**src/rtl/atctlc2axi500_burst_route.sv**
```systemverilog
// Response router for the N-to-1 burst arbiter: an in-order FIFO of one-hot grants
// steers each last-terminated response burst back to the requester that owned it.

module atctlc2axi500_burst_route_lane (
  input  logic i_head,
  input  logic i_busy,
  input  logic i_resp_valid,
  input  logic i_ready,
  output logic o_valid,
  output logic o_rdy_term
);
  assign o_valid    = i_busy & i_head & i_resp_valid;
  assign o_rdy_term = i_busy & i_head & i_ready;
endmodule

module atctlc2axi500_burst_route #(
  parameter int N     = 2,
  parameter int DEPTH = 4,
  parameter int PTR_W = 2
) (
  input  logic             clk,
  input  logic             resetn,
  input  logic             push,
  input  logic [N-1:0]     push_grants,
  output logic             push_ready,
  input  logic             resp_valid,
  input  logic             resp_last,
  output logic             resp_ready,
  output logic [N-1:0]     valids,
  input  logic [N-1:0]     readys,
  output logic [PTR_W:0]   count,
  output logic             err
);
  localparam logic [PTR_W:0] L_DEPTH = (PTR_W+1)'(DEPTH);

  logic [DEPTH-1:0][N-1:0] r_mem;
  logic [PTR_W-1:0]        r_wr_ptr;
  logic [PTR_W-1:0]        r_rd_ptr;
  logic [PTR_W:0]          r_count;
  logic                    r_err;

  logic [N-1:0] w_head;
  logic [N-1:0] w_valids;
  logic [N-1:0] w_rdy_terms;
  logic         w_busy;
  logic         w_onehot;
  logic         w_accept;
  logic         w_fire;
  logic         w_pop;

  assign w_busy   = (r_count != '0);
  assign w_head   = r_mem[r_rd_ptr];
  assign w_onehot = (push_grants != '0) && ((push_grants & (push_grants - N'(1))) == '0);

  // push_ready is from the pre-pop count: a full FIFO never refills in the same cycle
  assign push_ready = (r_count < L_DEPTH);
  assign w_accept   = push & push_ready & w_onehot;

  for (genvar g = 0; g < N; g++) begin : g_lane
    atctlc2axi500_burst_route_lane u_lane (
      .i_head       (w_head[g]),
      .i_busy       (w_busy),
      .i_resp_valid (resp_valid),
      .i_ready      (readys[g]),
      .o_valid      (w_valids[g]),
      .o_rdy_term   (w_rdy_terms[g])
    );
  end

  assign valids     = w_valids;
  assign resp_ready = |w_rdy_terms;
  assign w_fire     = resp_valid & resp_ready;
  assign w_pop      = w_fire & resp_last;
  assign count      = r_count;
  assign err        = r_err;

  always_ff @(posedge clk or negedge resetn) begin
    if (!resetn) begin
      r_mem    <= '0;
      r_wr_ptr <= '0;
      r_rd_ptr <= '0;
      r_count  <= '0;
      r_err    <= 1'b0;
    end else begin
      r_err <= push & ~w_onehot;
      if (w_accept) begin
        r_mem[r_wr_ptr] <= push_grants;
        r_wr_ptr        <= r_wr_ptr + 1'b1;
      end
      if (w_pop) r_rd_ptr <= r_rd_ptr + 1'b1;
      case ({w_accept, w_pop})
        2'b10:   r_count <= r_count + 1'b1;
        2'b01:   r_count <= r_count - 1'b1;
        default: r_count <= r_count;
      endcase
    end
  end

`ifndef SYNTHESIS
  a_valids_onehot0: assert property (@(posedge clk) disable iff (!resetn) $onehot0(valids));
  a_count_bound:    assert property (@(posedge clk) disable iff (!resetn) r_count <= L_DEPTH);
  a_no_empty_pop:   assert property (@(posedge clk) disable iff (!resetn) !(w_pop && !w_busy));
`endif

endmodule

```
**config.mk**
```make
export PLATFORM = sky130hd
export DESIGN_NAME = atctlc2axi500_burst_route
export DESIGN_NICKNAME = d
export VERILOG_FILES = /design/src/rtl/atctlc2axi500_burst_route.sv
export SDC_FILE = /design/constraint.sdc
export NUM_CORES = 1
export LEC_CHECK = 0
export ABC_AREA = 1
export CAP_MARGIN = 10
export CORE_MARGIN = 1
export CORE_UTILIZATION = 34
export DETAILED_ROUTE_END_ITERATION = 8
export SLEW_MARGIN = 10
export SYNTH_ARGS = -nofsm -noshare
export SYNTH_HDL_FRONTEND = slang
export SYNTH_SLANG_ARGS = --single-unit
```
**constraint.sdc**
```tcl
create_clock -name clk -period 4.3 [get_ports clk]
set_input_delay 0.86 -clock clk [delete_from_list [all_inputs] [get_ports clk]]
set_output_delay 0.86 -clock clk [all_outputs]
set_load 0.005 [all_outputs]
```
## Word-level counts from Yosys, hierarchy flattened

Cells that the tools add are included.

| word-level totals | value |
|---|---|
| register bits after elaboration | 16 |
| bits of input ports | 9 |

| operators by class | value |
|---|---|
| add/sub/neg operators | 5 |
| $lt $le $gt $ge | 4 |
| eq/ne operators | 2 |
| multiplexer cells | 6 |
| bitwise gates (word level) | 13 |
| reduce and logical (&&, ||, !) cells | 7 |

Operators by type and width:

| kind | count |
|---|---|
| AND 1 bit | 11 |
| bitwise mux 8 bit | 1 |
| less-than comparator 2 x 3 -> 1 bit (second input constant) | 2 |
| case mux 3 bit (2 select lines) | 1 |
| adder 2 x 1 -> 2 bit (second input constant) | 2 |
| binary-select mux 2 bit (select 2 bit) | 1 |
| demux 2 bit (select 2 bit) | 1 |
| two-way mux 2 bit | 2 |
| nonzero test 2 bit | 2 |
| adder 3 x 1 -> 3 bit (second input constant) | 1 |
| less-than comparator 3 bit (second input constant) | 1 |
| nonzero test 3 bit | 1 |
| subtractor 3 x 1 -> 3 bit (second input constant) | 1 |
| AND 2 bit | 1 |
| == test 2 x 1 -> 1 bit (second input constant) | 1 |
| == test 2 bit (second input constant) | 1 |
| greater-or-equal comparator 2 x 1 -> 1 bit (second input constant) | 1 |
| logical AND 1 bit | 2 |
| logical NOT 2 bit | 1 |
| OR reduction 2 bit | 1 |
| subtractor 2 x 1 -> 2 bit (second input constant) | 1 |
| inverter 1 bit | 1 |

## Depth between registers and ports, before layout

| logic depth | value |
|---|---|
| depth in word-level cells | 9 |
| gate-level depth with buffers | 15 |
| depth with buffers taken out | 14 |

## By module

From an unflattened synthesis, not the netlist that was laid out.

| unflattened totals | value |
|---|---|
| cells, all modules | 116 |
| area total of the unflattened synthesis | 944.7 um^2 |

By module, submodules not included:

| module | times used | cells each | area an instance (um^2) |
|---|---|---|---|
| atctlc2axi500_burst_route | 1 | 106 | 907.1 |
| atctlc2axi500_burst_route_lane | 2 | 5 | 18.8 |

## Least setup slack after synthesis

OpenSTA, ideal clock, no wires.

| path | value |
|---|---|
| kind | input to register |
| from | input port readys[1] |
| to | register r_count[2], in the netlist count[2] |
| data arrival time | 2.126 ns |
| data required time | 4.169 ns |
| slack | 2.043 ns |
| stages on the path | 10 |
| buffers on the path | 0 |
| cells stage by stage | nand3_1 -> nand2_1 -> nand3_1 -> inv_1 -> ha_1 -> inv_1 -> fa_1 -> a21oi_1 -> o21ai_0 -> xor2_1 |

| between the ends | value |
|---|---|
| cells in the longest elaborated chain, start to end | 6 |
| elaborated cells between the ends (all ways) | 8 |

RTL lines:

| what | RTL line | RTL |
|---|---|---|
| from (decl) | 30 | `input logic [N-1:0] readys,` |
| AND 1 bit (*) | 13 | `assign o_rdy_term = i_busy & i_head & i_ready;` |
| OR reduction 2 bit (*) | 71 | `assign resp_ready = \|w_rdy_terms;` |
| named net resp_ready | 28 | `output logic resp_ready,` |
| AND 1 bit (*) | 72 | `assign w_fire = resp_valid & resp_ready;` |
| AND 1 bit (*) | 73 | `assign w_pop = w_fire & resp_last;` |
| named net w_pop | 49 | `logic w_pop;` |
| == test 2 x 1 -> 1 bit or == test 2 bit (tied branches) | 91 | `case ({w_accept, w_pop})` |
| case mux 3 bit (2 select lines) or nonzero test 2 bit (tied branches) | -- |  |
| to (signal assigned) | 92 | `2'b10: r_count <= r_count + 1'b1;` |
| to (signal assigned) | 93 | `2'b01: r_count <= r_count - 1'b1;` |
| to (signal assigned) | 94 | `default: r_count <= r_count;` |
| to (decl) | 39 | `logic [PTR_W:0] r_count;` |

The timed path passes the listed nets; every way through them passes the cells marked *.
A chain may end at the register's enable or synchronous reset.

## Final worst setup path

| path | value |
|---|---|
| from | input port resp_valid |
| to | output port valids[0] |

| between the ends | value |
|---|---|
| cells in the longest elaborated chain, start to end | 1 |

RTL lines:

| what | RTL line | RTL |
|---|---|---|
| from (decl) | 26 | `input logic resp_valid,` |
| AND 1 bit | 12 | `assign o_valid = i_busy & i_head & i_resp_valid;` |
| to (decl) | 29 | `output logic [N-1:0] valids,` |

No other way between the ends.

==> metrics.cfg <==
[floorplanning]
die-area_um2 = 2800
die_w_um = 52.9
die_h_um = 52.9
initial_core_util_pct = 35.9
core_um2 = 2450
rows = 18
io_pins = 17

[synth]
synth-seq-area-share_pct = 45.5
postSynthCellCount = 106
ys_seq_elements = 16
synth_cell_types = 15
yosysWarnings = 0
syn_avg_cell_area_um2 = 8.31
synth_area_um2 = 881
syn_nets = 121

[global_routing]
grtUsageTotal_pct = 12.5
grt_overflow = 0
antenna_found_initial = 0
grt_pass1_wl_um = 2480
grt_pass1_vias = 587
grt_max_degree = 17

[sta]
post-route-period-util_pct = 67.7
max_freq_ghz = 0.344
slew_headroom_pct = 52.6
skew_ps = 1.37
finalHoldViolations = 0
rsz0062_at_grt = no
finalSetupViolations = 0
min_period_ps = 2910
worst_slew_pin_slew_ps = 709
drv_slew = 0
fin_tns_setup_ps = 0

[placed_design]
io_buffers = 16
gp_congestion = 0.745
detailed_place_hpwl_um = 1230

[setup_path]
cp_num_buf_inv = 3
r2r_cells = 14
worstReg2RegStart = r_rd_ptr[0]$_DFFE_PN0P_
cpMaxStageDelayCell = clkdlybuf4s50_1
critPathTopFamily = buffers and inverters
crit_path_frequent_cell = clkdlybuf4s50_1
cp.required_ps = 3440
critPathMaxStageDelay_ps = 520
rrSetupSlack_ps = 1970
crit_path_end_kind = output pin
path_max_fanout = 4
cp-start-kind = input port
worst_r2r_endpoint = count[2]$_DFFE_PN0P_
worstSetupPathType = in -> out
cp_cell_sequence = clkdlybuf4s50_1 > inv_1 > nor2_1 > clkdlybuf4s50_1
arrival_ps = 2050

[clock_network]
cts_resized = 0
cts_tree = done
cts_buffer_depth = 2
cts_setup_buffers = 0
postCtsHoldBufs = 0
clkTransAtPathRegs_ps = 90
insertion_delay_ps = 280
cts_buffers = 3
cts_sinks = 16
htreeDepth = 1
cts_root_buf = clkbuf_4

[finish]
layout-drive-gt1-share_pct = 3.28
diodes = 0
area_delta_synth_final_pct = 22.4
n_fill_cell = 243
nets = 139
seq_area_um2 = 400
postLayoutCoreUtil_pct = 43.9
multi_input_area_um2 = 372

[drt]
totalWireLength_um = 1530
dr.pass1.iters = 4
via_per_inst = 4.41
antenna_left = 0
drc_errors = 0
drtIter0Drc = 9
avgRoutedWirePerCell_um = 10.0
vias = 670

[pwr]
p_leak_nw = 0.544
power.density_nw_per_um2 = 630
peakVddDrop_v = 0.000353

[hold_path]
hold_path_end = r_mem[1]$_DFFE_PN0P_
min_from = r_mem[1]$_DFFE_PN0P_
min_path_type = reg -> reg
min_delay_path_depth = 1

[run]
max_cap_viol_count = 0

[run_status]
outcome = finished, final reports clean

## synthesized netlist by cell type, drive strengths merged
cell	instances	area [um2]
a21oi	2	10.0
buf	3	22.5
dfrtp	16	400
fa	1	20.0
ha	5	62.6
inv	23	86.3
nand2	22	82.6
nand3	9	50.1
nand4	2	12.5
nor2	8	30.0
o21a	4	30.0
o21ai	6	30.0
xnor2	1	8.76
xor2	4	35.0
## state kept, by name, summed over array words and instances, names as in the netlist
| signal | flops |
|---|---|
| err | 1 |
| r_rd_ptr | 2 |
| count | 3 |
| r_wr_ptr | 2 |
| r_mem | 8 |
## cell usage in the layout (no fill, tap or decap)
cell type / synthesis / routed
inv_1: 23 / 23
nand2_1: 22 / 22
dfrtp_1: 16 / 16
clkdlybuf4s50_1: 0 / 16
nand3_1: 8 / 8
nor2_1: 8 / 8
o21ai_0: 6 / 6
ha_1: 5 / 5
xor2_1: 4 / 4
o21a_1: 4 / 4
clkbuf_4: 0 / 3
a21oi_1: 2 / 2
nand4_1: 2 / 2
nand3_2: 1 / 1
xnor2_1: 1 / 1
fa_1: 1 / 1
## per-stage QoR
stage / setup slack [ps] / total power, mW / area, um2 / instances / hold slack [ps]
floorplan: 2040 / 0.497 / 881 / 106 / 464
global placement: 1410 / 0.602 / 1060 / 149 / 478
detailed placement: 1390 / 0.611 / 1060 / 149 / 481
CTS: 1390 / 0.692 / 1080 / 152 / 503
global route: 1330 / 0.752 / 1080 / 152 / 515
finish: 1390 / 0.680 / 1080 / 152 / 498
## cell families (layout without fill, tap and decap cells)
family / Yosys count / after routing / synth area share (%)
xor+xnor: 5 / 5 / 4.97
simple gates: 41 / 41 / 19.9
fa+ha+maj: 6 / 6 / 9.38
flops: 16 / 16 / 45.5
compound gates: 12 / 12 / 7.95
buf+inv: 26 / 42 / 12.4
## routing by layer
layer  vias up  global-route usage [%]  wire length (um)
li1        353                       -                 -
met1       306                    16.0               752
met2        11                    19.4               705
met3         0                    5.17                67
met4         0                    2.63                 0
met5         -                       0                 0
## final cells by class
cell class	count	area share, %
repair buffers	16	14.8
flip-flops and latches	16	37.1
inverters	23	8.00
clock buffers	3	2.09
multi-input cells	64	34.5
well taps	30	3.48
## power breakdown
part	switching [mW]	leakage (nW)	internal (mW)	total [mW]
registers	0.0448	0.189	0.222	0.267
clock network	0.0444	0.0138	0.0324	0.0768
logic	0.170	0.341	0.166	0.336
## worst max-delay path by stage
stage          slack (ps)  startpoint  cells past startpoint                   end
2_1_floorplan        2040   readys[1]                     10  count[2]$_DFFE_PN0P_
3_3_place_gp         1410  resp_valid                      4             valids[0]
3_5_place_dp         1390  resp_valid                      4             valids[0]
4_1_cts              1390  resp_valid                      4             valids[0]
5_1_grt              1330  resp_valid                      4             valids[1]
6_report             1390  resp_valid                      4             valids[0]
No activity file was read; power rests on OpenSTA's default activity.
==> RTL edit, RTL diff (same settings) <==
Reset style: synchronous (`resetn`), changed in one clocked block.
--- a/src/rtl/atctlc2axi500_burst_route.sv
+++ b/src/rtl/atctlc2axi500_burst_route.sv
@@ -75,5 +75,5 @@
   assign err        = r_err;
 
-  always_ff @(posedge clk or negedge resetn) begin
+  always_ff @(posedge clk) begin
     if (!resetn) begin
       r_mem    <= '0;
Behaviour: differs if resetn is asserted again (counterexample within 4 cycles, from zero or initial values and one cycle with resetn low); with resetn held inactive, the same outputs for 10 cycles.
==> RTL edit against the unedited design <==
  * Synthesized area shrank 4.0%
  * Clock skew grew 0.0025 ns
  * Sequential cell count is the same
  * Setup slack lost 0.021 ns
  * Design area shrank 3.1%
  * Via count grew 9.1%
  * Routed wire length grew 6.4%
  * Non-clock buffer count is the same
  * Critical path depth is the same
  * Critical endpoint unchanged
  * Largest cell class is now multi-input gates
  * Highest routed layer is now met4
Power is not compared: it rests on default switching activity, and its combinational part moved more than twofold at a synthesized area within 25%.
==> RTL edit: results <==
[logic_synthesis]
ys_types = 17
synthAdderAreaFrac = 0.09763
async_flop_share = 0
ys_seq_area_frac = 0.3787
ys_top_cells_by_area = dfxtp_1 (38%), nand2_1 (12%), a21oi_1 (8.9%), inv_1 (8.9%), ha_1 (7.4%)
synth_compound_area_frac = 0.1183
synth_fp_nets = 134
synth_xor_area_frac = 0.01036
synth_ff_type = dfxtp_1

[hold_path]
worstHoldStart = r_mem[6]$_SDFFE_PN0P_
hold_end = r_mem[6]$_SDFFE_PN0P_
worstHoldPathCells = 2

[place]
hpwlAfterDp_um = 1291
routabilityCongestion = 0.7278
placed_area_mm2 = 0.001022

[worst_setup_path]
rrSetupSlack_ns = 2.04
arrival_ns = 2.07
worstRegToRegCells = 15

[final_layout]
nets = 152
drive_above_1_share = 0.07407

[global_routing]
grt_pass1_vias = 705
grt_max_degree = 13
grt_pass1_wl_um = 2994

[floorplan]
die_w_um = 51.88

[route]
drt_iter0_drc = 12
vias = 731
routedWlPerCell_um = 9.963

[timing]
skew_ns = 0.003879

[outcome]
status = complete, no violations
[RTL edit: area by class of cell]
cell class | instances | area, µm²
clock buffers | 3 | 22.52
fillers | 230 | 1231
inverters | 22 | 83.83
multi-input cells | 78 | 422.9
flip-flops and latches | 16 | 320.3
well taps | 28 | 35.03
repair buffers | 16 | 160.2
[RTL edit: routing by layer]
| metal | vias to the layer above | global-route usage | part of all wire |
|---|---|---|---|
| met3 | 2 | 0.05263 | 0.041 |
| met1 | 314 | 0.1986 | 0.51 |
| li1 | 406 | - | - |
| met5 | - | 0 | 0 |
| met4 | 0 | 0.04054 | 0.0074 |
| met2 | 9 | 0.2393 | 0.44 |
[RTL edit: per-stage QoR]
step | hold slack, ns | instances
2_1_floorplan | 0.4266 | 119
3_3_place_gp | 0.4446 | 160
3_5_place_dp | 0.4484 | 160
4_1_cts | 0.4611 | 163
5_1_grt | 0.4828 | 163
6_report | 0.4571 | 163
[RTL edit: worst min-delay path: cells and delay by family, from the launching register on]
kind            cells  cell delay (ns)
compound gates      1             0.06
buf+inv             1             0.06
flops               1             0.30
[RTL edit: worst max-delay path by stage]
stage / cells after the start / start / slack, ns / endpoint
2_1_floorplan: 11 / readys[0] / 2.05 / count[2]$_SDFFE_PN0P_
3_3_place_gp: 4 / resp_valid / 1.39 / valids[0]
3_5_place_dp: 4 / resp_valid / 1.36 / valids[1]
4_1_cts: 4 / resp_valid / 1.37 / valids[1]
5_1_grt: 4 / resp_valid / 1.26 / valids[1]
6_report: 4 / resp_valid / 1.37 / valids[0]
[RTL edit: report_power, final]
part | switching, µW | internal, µW | leakage (µW)
Combinational | 27.5 | 22.6 | 0.000297
Sequential | 3.35 | 155 | 0.000130
Clock | 42.9 | 32.5 | 0.0000138
